<file path="src/rtl/int_fp_mul_arbiter.sv">
// rtl/int_fp_mul_arbiter.sv - round-robin sharing of one int8/fp16 multiplier among N requesters
module int_fp_mul_arbiter #(
  parameter int N   = 4,
  parameter int W   = 16,
  parameter int LAT = 2
) (
  input  logic           clk,
  input  logic           rst,
  input  logic [N-1:0]   req_valid,
  output logic [N-1:0]   req_ready,
  input  logic [N-1:0]   req_mode,
  input  logic [N*W-1:0] req_a,
  input  logic [N*W-1:0] req_b,
  output logic [N-1:0]   rsp_valid,
  input  logic [N-1:0]   rsp_ready,
  output logic [N*W-1:0] rsp_data,
  output logic           mul_mode,
  output logic [W-1:0]   mul_a,
  output logic [W-1:0]   mul_b,
  output logic           mul_issue,
  input  logic [W-1:0]   mul_c,
  output logic [3:0]     inflight
);
  localparam int IDW = $clog2(N);
  localparam int SW  = IDW + 1;

  logic [N-1:0]   busy;
  logic [N-1:0]   eligible;
  logic [IDW-1:0] rr;
  logic           grant_any;
  logic [IDW-1:0] grant_id;
  logic [SW-1:0]  scan;

  logic [LAT:0]   trk_v;
  logic [IDW-1:0] trk_id [LAT+1];
  logic           cap;
  logic [IDW-1:0] cap_id;

  assign eligible = req_valid & ~busy;

  // Search eligible requesters starting at rr, wrapping modulo N.
  always_comb begin
    grant_any = 1'b0;
    grant_id  = '0;
    scan      = '0;
    for (int k = 0; k < N; k++) begin
      scan = {1'b0, rr} + SW'(k);
      if (scan >= SW'(N)) scan = scan - SW'(N);
      if (!grant_any && eligible[scan[IDW-1:0]]) begin
        grant_any = 1'b1;
        grant_id  = scan[IDW-1:0];
      end
    end
  end

  always_comb begin
    req_ready = '0;
    if (rst && grant_any) req_ready[grant_id] = 1'b1;
  end

  always_ff @(posedge clk or negedge rst) begin
    if (!rst) begin
      rr        <= '0;
      mul_mode  <= 1'b0;
      mul_a     <= '0;
      mul_b     <= '0;
      mul_issue <= 1'b0;
    end else begin
      mul_issue <= grant_any;
      if (grant_any) begin
        rr       <= (grant_id == IDW'(N-1)) ? '0 : grant_id + 1'b1;
        mul_mode <= req_mode[grant_id];
        mul_a    <= req_a[int'(grant_id)*W +: W];
        mul_b    <= req_b[int'(grant_id)*W +: W];
      end
    end
  end

  // Tag pipeline: the entry reaching stage LAT lines up with mul_c for that operation.
  always_ff @(posedge clk or negedge rst) begin
    if (!rst) begin
      trk_v <= '0;
      for (int k = 0; k <= LAT; k++) trk_id[k] <= '0;
    end else begin
      trk_v     <= {trk_v[LAT-1:0], grant_any};
      trk_id[0] <= grant_id;
      for (int k = 1; k <= LAT; k++) trk_id[k] <= trk_id[k-1];
    end
  end

  assign cap    = trk_v[LAT];
  assign cap_id = trk_id[LAT];

  // busy guarantees a slot is drained before it can be captured into again.
  always_ff @(posedge clk or negedge rst) begin
    if (!rst) begin
      rsp_valid <= '0;
      rsp_data  <= '0;
      busy      <= '0;
    end else begin
      for (int i = 0; i < N; i++) begin
        if (cap && cap_id == IDW'(i)) begin
          rsp_valid[i]         <= 1'b1;
          rsp_data[i*W +: W]   <= mul_c;
        end else if (rsp_valid[i] && rsp_ready[i]) begin
          rsp_valid[i] <= 1'b0;
        end
        if (req_ready[i]) busy[i] <= 1'b1;
        else if (rsp_valid[i] && rsp_ready[i]) busy[i] <= 1'b0;
      end
    end
  end

  always_ff @(posedge clk or negedge rst) begin
    if (!rst) begin
      inflight <= '0;
    end else begin
      case ({grant_any, cap})
        2'b10:   inflight <= inflight + 4'd1;
        2'b01:   inflight <= inflight - 4'd1;
        default: inflight <= inflight;
      endcase
    end
  end

endmodule

</file>
<file path="config.mk">
export PLATFORM = sky130hd
export DESIGN_NAME = int_fp_mul_arbiter
export DESIGN_NICKNAME = d
export VERILOG_FILES = /design/src/rtl/int_fp_mul_arbiter.sv
export SDC_FILE = /design/constraint.sdc
export NUM_CORES = 1
export LEC_CHECK = 0
export ABC_AREA = 1
export CORE_MARGIN = 1.5
export CORE_UTILIZATION = 43
export CTS_CLUSTER_DIAMETER = 30
export DETAILED_ROUTE_END_ITERATION = 10
export PLACE_DENSITY = 0.9
export RECOVER_POWER = 100
export SLEW_MARGIN = 20
export SYNTH_ARGS = -nofsm -noshare
export SYNTH_HDL_FRONTEND = slang
export SYNTH_SLANG_ARGS = --single-unit
</file>
<file path="constraint.sdc">
create_clock -name clk -period 7.7 [get_ports clk]
set_input_delay 1.54 -clock clk [delete_from_list [all_inputs] [get_ports clk]]
set_output_delay 1.54 -clock clk [all_outputs]
set_load 0.005 [all_outputs]
</file>
==> qor.csv <==
stage;metric;value;unit
run_status;outcome;complete, but fails checks;
run_status;violations;capacitance limit, slew limit;
logic_synthesis;ys_seq_elements;120;
worst_setup_path;crit_path_start_kind;input pin;
logic_synthesis;ys.flop_type;dfrtp_1;
logic_synthesis;yosys.area.top_type;dfrtp_1;
cts;htreeDepth;4;
sta;hold_viol;0;
pwr;intPower;2.61;mW
cells_and_area;multiInputGateArea;0.00273;mm²
cells_and_area;final_layout_size_suffix_gt1_share;5.75;%
routing;wirelength;20.5;mm
worst_setup_path;cp_num_cells;11;
floorplan;core-area;0.0152;mm²
sta;setup_tns;0;ns
sta;rsz0062_at_grt;false;
cells_and_area;design_area;0.00993;mm²
pwr;switchingPower;2.30;mW
sta;period_minus_slack;6.73;ns
cts;clock-sinks;120;
global_route;grt_max_degree;76;
worst_setup_path;r2r_end;inflight[2];
cts;ctsResizeCount;0;
global_route;grt_overflow_total;0;
worst_setup_path;cp_num_buf_inv;3;
worst_setup_path;r2r-start;rr[0];
logic_synthesis;yosysUniqueCellTypes;28;
cts;insertion_delay;0.40;ns
sta;worstMarginPinSlew;2.53;ns
logic_synthesis;synth-edff-count;0;
worst_setup_path;required;6.16;ns
logic_synthesis;syn_area;0.00669;mm²
pwr;clockPowerShare;16.1;%
worst_setup_path;slowest_delay;0.81;ns
sta;fmax;149;MHz
worst_setup_path;cp-end-kind;output pin;
pwr;ir_worst_vdd;0.453;mV
sta;fin_skew;0.0107;ns
floorplan;die_w;128;µm
place;dp_hpwl;14.5;mm
flow_run;max_cap_violations;2;
floorplan;dieHeight;128;µm
worst_setup_path;r2r_slack;3.41;ns
pwr;power.total;4.91;mW
logic_synthesis;synthTopCellsByArea;dfrtp_1 45%, nand2_1 15%, nand3_1 11%;
worst_setup_path;path_class;in -> out;
global_route;track_usage;25.5;%
logic_synthesis;synth_seq_area_share;44.9;%
cts;cts_tree;done;
routing;drc;0;
floorplan;placementRows;45;
cells_and_area;area_growth;48.6;%
routing;vias;7027;
worst_setup_path;path_delay_family;simple AND/OR/NAND/NOR gates;
logic_synthesis;yosys_warnings;0;
logic_synthesis;synthesis.nets;1077;
sta;maxSlewViolCount;124;
cts;cts_hold_buf;0;
logic_synthesis;synthArstFlopShare;100;%
cts;cts_buffers;17;
sta;timing.slew.headroom;-68.9;%
worst_setup_path;critPathSlowestCell;nand2_1;
global_route;grt_antenna_before_repair;0;
min_path;whs_path_depth;0;
sta;whs;0.347;ns
min_path;hold_path_class;reg -> reg;
worst_setup_path;arrival;5.19;ns
cts;clk_path_buf_depth;2;
place;gp_congestion;0.917;
sta;setup_violations;0;
routing;dr.first_iter.drc_count;393;
pwr;swShare;46.9;%
place;placed_cell_area;0.00936;mm²
logic_synthesis;syn_avg_cell_area;7.33;µm²
routing;postRouteAntennaNets;0;
cells_and_area;fin_nets;1318;
cells_and_area;regArea;0.00300;mm²
worst_setup_path;reg2reg_depth;13;
worst_setup_path;worstPathCellList;clkdlybuf4s50_1, nand3_1, nand3_1, nand2_1, nand3_4, nand3_1, nand2_1, ha_1, nand2_1, inv_1, dlygate4sd3_1;
cells_and_area;final.fill_count;1205;
worst_setup_path;startpoint;req_valid[0];
pwr;combPwrFrac;59.9;%
cells_and_area;antenna_cells;0;
global_route;grt_pass1_vias;6844;
logic_synthesis;synthDominantCellAreaShare;44.9;%
pwr;pwr-share-seq;24.0;%
floorplan;die-area;0.0163;mm²
cts;postCtsSetupBuffers;0;
floorplan;start_util;44.0;%
worst_setup_path;cp_max_fo;41;
worst_setup_path;endpoint;req_ready[1];
cts;path_clk_slew;0.05;ns
logic_synthesis;syn_inst;912;
floorplan;num_io_pins;268;
global_route;grt_pass1_wl;33.0;mm
routing;firstDrtPassIters;9;
routing;wire_per_inst;15.2;µm
cts;cts-root-buf;clkbuf_16;
routing;viasPerCell;5.19;
pwr;p_leak;5.22;nW
sta;period_share;87.4;%
pwr;power_density;494;mW/mm²
place;placement.io_buffers;267;
==> synthesized netlist by cell type (2+ instances only) <==
cell,number
a21oi_1,5
buf_1,2
buf_2,21
buf_4,3
buf_6,9
clkbuf_1,17
dfrtp_1,120
ha_1,7
inv_1,168
inv_2,3
nand2_1,266
nand2_2,7
nand2_4,2
nand3_1,149
nand3_2,6
nand3_4,3
nand4_1,34
nor2_1,6
nor2_4,3
o21ai_0,70
or2_2,2
xnor2_1,3
==> worst min-delay path by stage <==
stage                     startpoint         to  slack (ns)
after floorplan            trk_id[2]  cap_id[0]        0.33
after global placement     trk_id[5]  trk_id[3]        0.33
after detailed placement   trk_id[4]  trk_id[2]        0.33
after CTS                  trk_id[4]  trk_id[2]        0.35
after global routing       trk_id[3]  cap_id[1]        0.36
final                      trk_id[4]  trk_id[2]        0.35
==> cell usage in the layout (no fill, tap or decap), drive strengths merged, types with 3 or more instances in the layout <==
cell type / n
clkbuf: 19
nand2: 275
nor2: 9
a21oi: 5
buf: 6
xnor2: 3
o21ai: 71
dfrtp: 120
ha: 7
clkinvlp: 3
clkinv: 5
nand4: 34
dlygate4sd3: 127
nand3: 158
clkdlybuf4s50: 139
inv: 178
==> metrics by stage <==
stage | utilization [%] | std cells | setup slack (ns)
2_1_floorplan | - | 912 | 3.32
3_3_place_gp | 61.5 | 1322 | 1.66
3_5_place_dp | 61.5 | 1322 | 1.55
4_1_cts | 65.4 | 1354 | 1.54
5_1_grt | 65.3 | 1354 | 0.675
6_report | 65.3 | 1354 | 0.967
==> worst register-to-register path: stages (launching register included) <==
cell and delay [ns]:
dfrtp_1 0.65, nand3_1 0.26, nand3_1 0.15, nand2_1 0.16
nand3_4 0.42, clkinv_1 0.97, ha_1 0.65, nand2_1 0.08
inv_1 0.06, nor2_1 0.14, ha_1 0.16, a21oi_1 0.05
or2_2 0.31, a21oi_1 0.14
==> state kept, by name (all words and copies together) (netlist names) <==
| signal | count |
|---|---|
| mul_b | 16 |
| cap_id | 2 |
| trk_id | 4 |
| rsp_data | 64 |
| trk_v | 3 |
| mul_a | 16 |
| mul_mode | 1 |
| rr | 2 |
| rsp_valid | 4 |
| inflight | 4 |
| busy | 4 |
==> metal layers <==
metal  share of wire, %  GRT usage [%]
met1                 40           30.9
met5                  0              0
met4                3.1           11.4
met2                 49           44.1
met3                7.8           5.30
==> cell type report <==
class / instances / share of cell area, %
clock buffer: 17 / 4.28
clock inverter: 15 / 1.66
multi-input combinational: 567 / 27.5
inverter: 173 / 6.61
sequential: 120 / 30.2
tap: 188 / 2.37
timing repair buffer: 274 / 27.3
==> cells by family (layout without fill, tap and decap cells) <==
kind of cell / Yosys count / after routing / share of synthesized area [%]
AO/OA/AOI/OAI: 79 / 79 / 6.08
XOR/XNOR: 3 / 3 / 0.393
adder cells (fa/ha/maj): 7 / 7 / 1.31
buffers and inverters: 225 / 479 / 14.3
flip-flops: 120 / 120 / 44.9
AND/OR/NAND/NOR: 478 / 478 / 33.0
==> power groups by stage <==
stage               sequential [mW]  clock (mW)  combinational [mW]
floorplan                      1.17           0                1.96
global placement               1.17           0                2.91
detailed placement             1.19           0                3.04
CTS                            1.19       0.802                3.05
global route                   1.21       0.836                3.31
finish                         1.18       0.788                2.94
Power figures use the tool's default switching activity.
